$ cat src/rtl/entrada_io_responder.sv
// entrada_io_responder: collects decimal digits from the board switches, one per
// debounced button press, for the CPU "in" instruction. It returns the accumulated
// binary value with a one-cycle acknowledge.
// Optional feature macro: ENTRADA_ECO_EN adds a three-digit echo of the typed digits
// (eco_unidade / eco_dezena / eco_centena) for the seven-segment display.
module entrada_io_responder #(
    parameter int unsigned MAX_DIGITS = 3,
    parameter int unsigned DATA_W     = 32
) (
    input  logic              clk,
    input  logic              reset,
    input  logic              req,
    input  logic              botao,
    input  logic [3:0]        chaves,
    output logic [DATA_W-1:0] dado,
    output logic              ack,
    output logic              aguardando,
    output logic [3:0]        num_digitos
`ifdef ENTRADA_ECO_EN
    ,
    output logic [3:0]        eco_unidade,
    output logic [3:0]        eco_dezena,
    output logic [3:0]        eco_centena
`endif
);

    localparam logic [3:0] MAX_NUM   = 4'(MAX_DIGITS);
    localparam logic [3:0] LAST_DIG  = 4'd9;
    localparam logic [3:0] KEY_ENTER = 4'hF;

    typedef enum logic [1:0] {
        IDLE   = 2'd0,
        COLETA = 2'd1,
        FIM    = 2'd2,
        LIBERA = 2'd3
    } state_t;

    state_t            state_q, state_d;
    logic [DATA_W-1:0] acc_q, acc_d;
    logic [DATA_W-1:0] dado_q, dado_d;
    logic [3:0]        num_q, num_d;
    logic              ack_q, ack_d;
    logic              agu_q, agu_d;
    logic              botao_ant_q;
    logic              press_c;
    logic [DATA_W-1:0] acc_x10_c;
`ifdef ENTRADA_ECO_EN
    logic [3:0]        eco_u_q, eco_u_d;
    logic [3:0]        eco_d_q, eco_d_d;
    logic [3:0]        eco_c_q, eco_c_d;
`endif

    // Rising edge of the debounced button; a button already held needs a release first
    assign press_c   = botao & ~botao_ant_q;
    // acc*10 as two shifts, truncated to DATA_W
    assign acc_x10_c = (acc_q << 3) + (acc_q << 1);

    // Next-state and datapath updates
    always_comb begin
        state_d = state_q;
        acc_d   = acc_q;
        num_d   = num_q;
        dado_d  = dado_q;
        ack_d   = 1'b0;
        agu_d   = agu_q;
`ifdef ENTRADA_ECO_EN
        eco_u_d = eco_u_q;
        eco_d_d = eco_d_q;
        eco_c_d = eco_c_q;
`endif
        case (state_q)
            IDLE: begin
                if (req) begin
                    state_d = COLETA;
                    acc_d   = '0;
                    num_d   = 4'd0;
                    agu_d   = 1'b1;
`ifdef ENTRADA_ECO_EN
                    eco_u_d = 4'd0;
                    eco_d_d = 4'd0;
                    eco_c_d = 4'd0;
`endif
                end
            end
            COLETA: begin
                if (!req) begin
                    // Abort beats any press in the same cycle
                    state_d = IDLE;
                    agu_d   = 1'b0;
                end else if (press_c) begin
                    if (chaves <= LAST_DIG) begin
                        acc_d = acc_x10_c + DATA_W'(chaves);
                        num_d = num_q + 4'd1;
`ifdef ENTRADA_ECO_EN
                        eco_c_d = eco_d_q;
                        eco_d_d = eco_u_q;
                        eco_u_d = chaves;
`endif
                        if (num_d == MAX_NUM) begin
                            state_d = FIM;
                        end
                    end else if (chaves == KEY_ENTER) begin
                        state_d = FIM;
                    end
                end
            end
            FIM: begin
                dado_d  = acc_q;
                ack_d   = 1'b1;
                agu_d   = 1'b0;
                state_d = LIBERA;
            end
            LIBERA: begin
                if (!req) begin
                    state_d = IDLE;
                end
            end
            default: state_d = IDLE;
        endcase
    end

    // State and output registers, asynchronous active-high reset
    always_ff @(posedge clk or posedge reset) begin
        if (reset) begin
            state_q     <= IDLE;
            acc_q       <= '0;
            num_q       <= 4'd0;
            dado_q      <= '0;
            ack_q       <= 1'b0;
            agu_q       <= 1'b0;
            botao_ant_q <= 1'b0;
`ifdef ENTRADA_ECO_EN
            eco_u_q     <= 4'd0;
            eco_d_q     <= 4'd0;
            eco_c_q     <= 4'd0;
`endif
        end else begin
            state_q     <= state_d;
            acc_q       <= acc_d;
            num_q       <= num_d;
            dado_q      <= dado_d;
            ack_q       <= ack_d;
            agu_q       <= agu_d;
            botao_ant_q <= botao;
`ifdef ENTRADA_ECO_EN
            eco_u_q     <= eco_u_d;
            eco_d_q     <= eco_d_d;
            eco_c_q     <= eco_c_d;
`endif
        end
    end

    assign dado        = dado_q;
    assign ack         = ack_q;
    assign aguardando  = agu_q;
    assign num_digitos = num_q;
`ifdef ENTRADA_ECO_EN
    assign eco_unidade = eco_u_q;
    assign eco_dezena  = eco_d_q;
    assign eco_centena = eco_c_q;
`endif

endmodule

$ cat config.mk
export PLATFORM = sky130hd
export DESIGN_NAME = entrada_io_responder
export DESIGN_NICKNAME = d
export VERILOG_FILES = /design/src/rtl/entrada_io_responder.sv
export SDC_FILE = /design/constraint.sdc
export NUM_CORES = 1
export LEC_CHECK = 0
export CAP_MARGIN = 5
export CORE_UTILIZATION = 25
export CTS_BUF_LIST = sky130_fd_sc_hd__clkbuf_16
export DETAILED_ROUTE_END_ITERATION = 16
export DONT_BUFFER_PORTS = 1
export PLACE_DENSITY = 0.4
export SYNTH_ARGS = -nofsm -noshare
export SYNTH_HDL_FRONTEND = slang
export SYNTH_SLANG_ARGS = --single-unit
$ cat constraint.sdc
create_clock -name clk -period 4 [get_ports clk]
set_input_delay 0.6 -clock clk [delete_from_list [all_inputs] [get_ports clk]]
set_output_delay 0.6 -clock clk [all_outputs]
set_load 0.02 [all_outputs]
==> run metrics <==
cell area after synthesis ~4900 µm²; GRT Total Usage 0.131; EDFF count, synth 0; Antenna Diode Count 0; hold buffers post-CTS 0; first-pass GRT wire length 20400 µm; I/O pin count 46; Worst Max-Slew Pin Slew about 1.1 ns; clock slew seen by the registers of the worst setup and hold paths 0.06 ns; WP data arrival 3.43 ns; CP max FO 4; max-cap viol count 0; Die ar. roughly 20000 µm²; total power between 2 and 2.5 mW; Site Rows 50; Synth warnings 0; final hold vios 0; RSZ-0062 raised after global routing false; gr ovfl total 0; Primary FF master, synth dfrtp_1; area delta synth->final 12.3%; max-slew violations 0; routability congestion estimate about 0.79; TNS Setup 0 ns; CTS Buf Count 9; dpl ws approximately 0.57 ns; sequential fraction of the synthesis area 0.374; min cycle time layout approximately 3.2 ns; Starting Density 0.258; Async SR Flop Fraction 1.00; Leak Pwr ~2.8 nW; Chip Height between 100 and 150 µm; worst hold slack roughly 0.23 ns; clock sink total 73; Layout Nets roughly 560; post-placement cell count 729; Syn Nets about 560; Post-Route WL roughly 12000 µm; Die Wd ~140 µm; CTS tree done; most frequent cells in the layout dfrtp_1, ha_1, nand2_1; status finished clean; DRT iter0 DRCs 170; drt first pass iters 4; max frequency between 0.3 and 0.4 GHz; FF+latch count, synth 73; PortBufs 0; maximum vdd ir drop 0.000195 V; Wirelength per Cell roughly 16 µm; CTS resizes 0; dpl hpwl around 8700 µm; post-CTS setup buffers 0; leading cell type in the layout, fill and taps excluded dfrtp_1; Placeable Area approximately 19000 µm²; CP endpoint kind register; Vias/cell approximately 4.8; clock latency at the later pin of the worst-skew pair 0.34 ns; fin crit share 0.801; CP startpoint kind register; largest net degree at the start of global routing 40; Synth cell types 54; WS Path Type register to register; Worst Clk Skew about 0.009 ns; via count roughly 3600; Rel. slew slack 0.298; required time worst endpoint approximately 4.2 ns; DRC 0; vias in the first global route about 3800; clk buf depth 2; clk root buf clkbuf_16; cells after synthesis 481; H-tree levels 3; share of layout cells above drive strength 1 0.124; HP Class primary input to async pin; Cell Count, Final, Fillers Out between 700 and 800; Mapped Avg Cell Area 10.2 µm²; Antenna Nets Post-Route 0; Setup Viol. Count Final 0; Worst Slack Setup Final 0.797 ns; Pwr per Cell Area between 400 and 500 nW/µm²; initial antenna violation count 0
## cell families (layout without fill, tap and decap cells)
family          Yosys count  count (layout)  share of synthesized area
compound gates          143             143                      0.195
xor+xnor                 24              24                     0.0430
fa+ha+maj                68              68                      0.177
buf+inv                  34              37                     0.0264
flops                    73              73                      0.374
mux                      34              34                     0.0779
simple gates            105             105                      0.106
## per-layer routing
layer / track usage / vias to the layer above / wire length (µm)
li1: - / 1775 / -
met3: 0.0375 / 6 / 616
met4: 0.0407 / 0 / 122
met1: 0.170 / 1749 / 5800
met5: 0 / - / 0
met2: 0.208 / 73 / 5390
## worst max-delay path, cell delays in order, from the launching register on
cell      delay (ns)
dfrtp_1         0.39
inv_1           0.07
fa_1            0.50
inv_1           0.07
fa_1            0.48
a211oi_1        0.33
o211ai_1        0.21
nand3_1         0.22
a21oi_2         0.09
o21a_1          0.18
or3_1           0.30
a32o_1          0.24
## per-stage QoR
stage           util  area (µm²)
2_1_floorplan      -        4880
4_1_cts        0.290        5490
5_1_grt        0.290        5490
6_report       0.290        5490
3_5_place_dp   0.274        5190
3_3_place_gp   0.274        5190
## cell usage after synthesis, types with 2 or more instances
library cell | number | area (µm²)
dfrtp_1 | 73 | 1830
ha_1 | 66 | 826
nand2_1 | 47 | 176
o21ai_0 | 36 | 180
mux2_2 | 32 | 360
a21oi_1 | 30 | 150
a21o_1 | 21 | 158
inv_1 | 17 | 63.8
clkbuf_1 | 16 | 60.1
xnor2_1 | 15 | 131
nor2_1 | 11 | 41.3
nand3_1 | 10 | 50.1
xor2_1 | 9 | 78.8
and3_1 | 8 | 50.1
a22o_1 | 7 | 61.3
a31oi_1 | 5 | 31.3
nor3_1 | 5 | 25.0
o21a_1 | 5 | 37.5
a211oi_1 | 4 | 30.0
and2_1 | 4 | 25.0
and4_1 | 4 | 35.0
o21ai_1 | 4 | 20.0
o31ai_1 | 4 | 30.0
nand2b_1 | 3 | 18.8
nand4_1 | 3 | 18.8
nor2b_1 | 3 | 18.8
o211ai_1 | 3 | 22.5
or3_1 | 3 | 18.8
a211o_1 | 2 | 17.5
a221oi_1 | 2 | 17.5
a32o_1 | 2 | 20.0
fa_1 | 2 | 40.0
mux2i_1 | 2 | 20.0
o21bai_1 | 2 | 15.0
o22ai_1 | 2 | 12.5
## worst paths after layout
check	startpoint	depth (start not counted)	endpoint	slack, ns
max in group asynchronous	reset	2	dado[25]	2.85
max	acc_q[0]	11	acc_q[22]	0.80
min in group clk	botao	0	botao_ant_q	0.29
max reg2reg	acc_q[0]	11	acc_q[22]	0.80
min reg2reg	acc_q[12]	2	acc_q[12]	0.55
min	reset	1	acc_q[12]	0.23
## layout make-up
| class | count | area, µm² |
|---|---|---|
| fillers | 1950 | 13500 |
| multi-input cells | 374 | 2930 |
| flip-flops and latches | 73 | 1830 |
| well taps | 260 | 325 |
| clock buffers | 9 | 225 |
| clock inverters | 6 | 76.3 |
| inverters | 17 | 65.1 |
| repair buffers | 5 | 37.5 |
## where the power goes
part	internal, mW	switching (mW)	leakage, nW
Clock	0.535	0.309	0.155
Sequential	0.809	0.126	1.01
Combinational	0.210	0.304	1.63
Total	1.55	0.739	2.79
## flip-flops by register name, summed over array words and instances, names as in the netlist, named ones only
signal	count
acc_q	32
ack	1
aguardando	1
botao_ant_q	1
dado	32
num_digitos	4
state_q	1
Power figures use the tool's default switching activity.
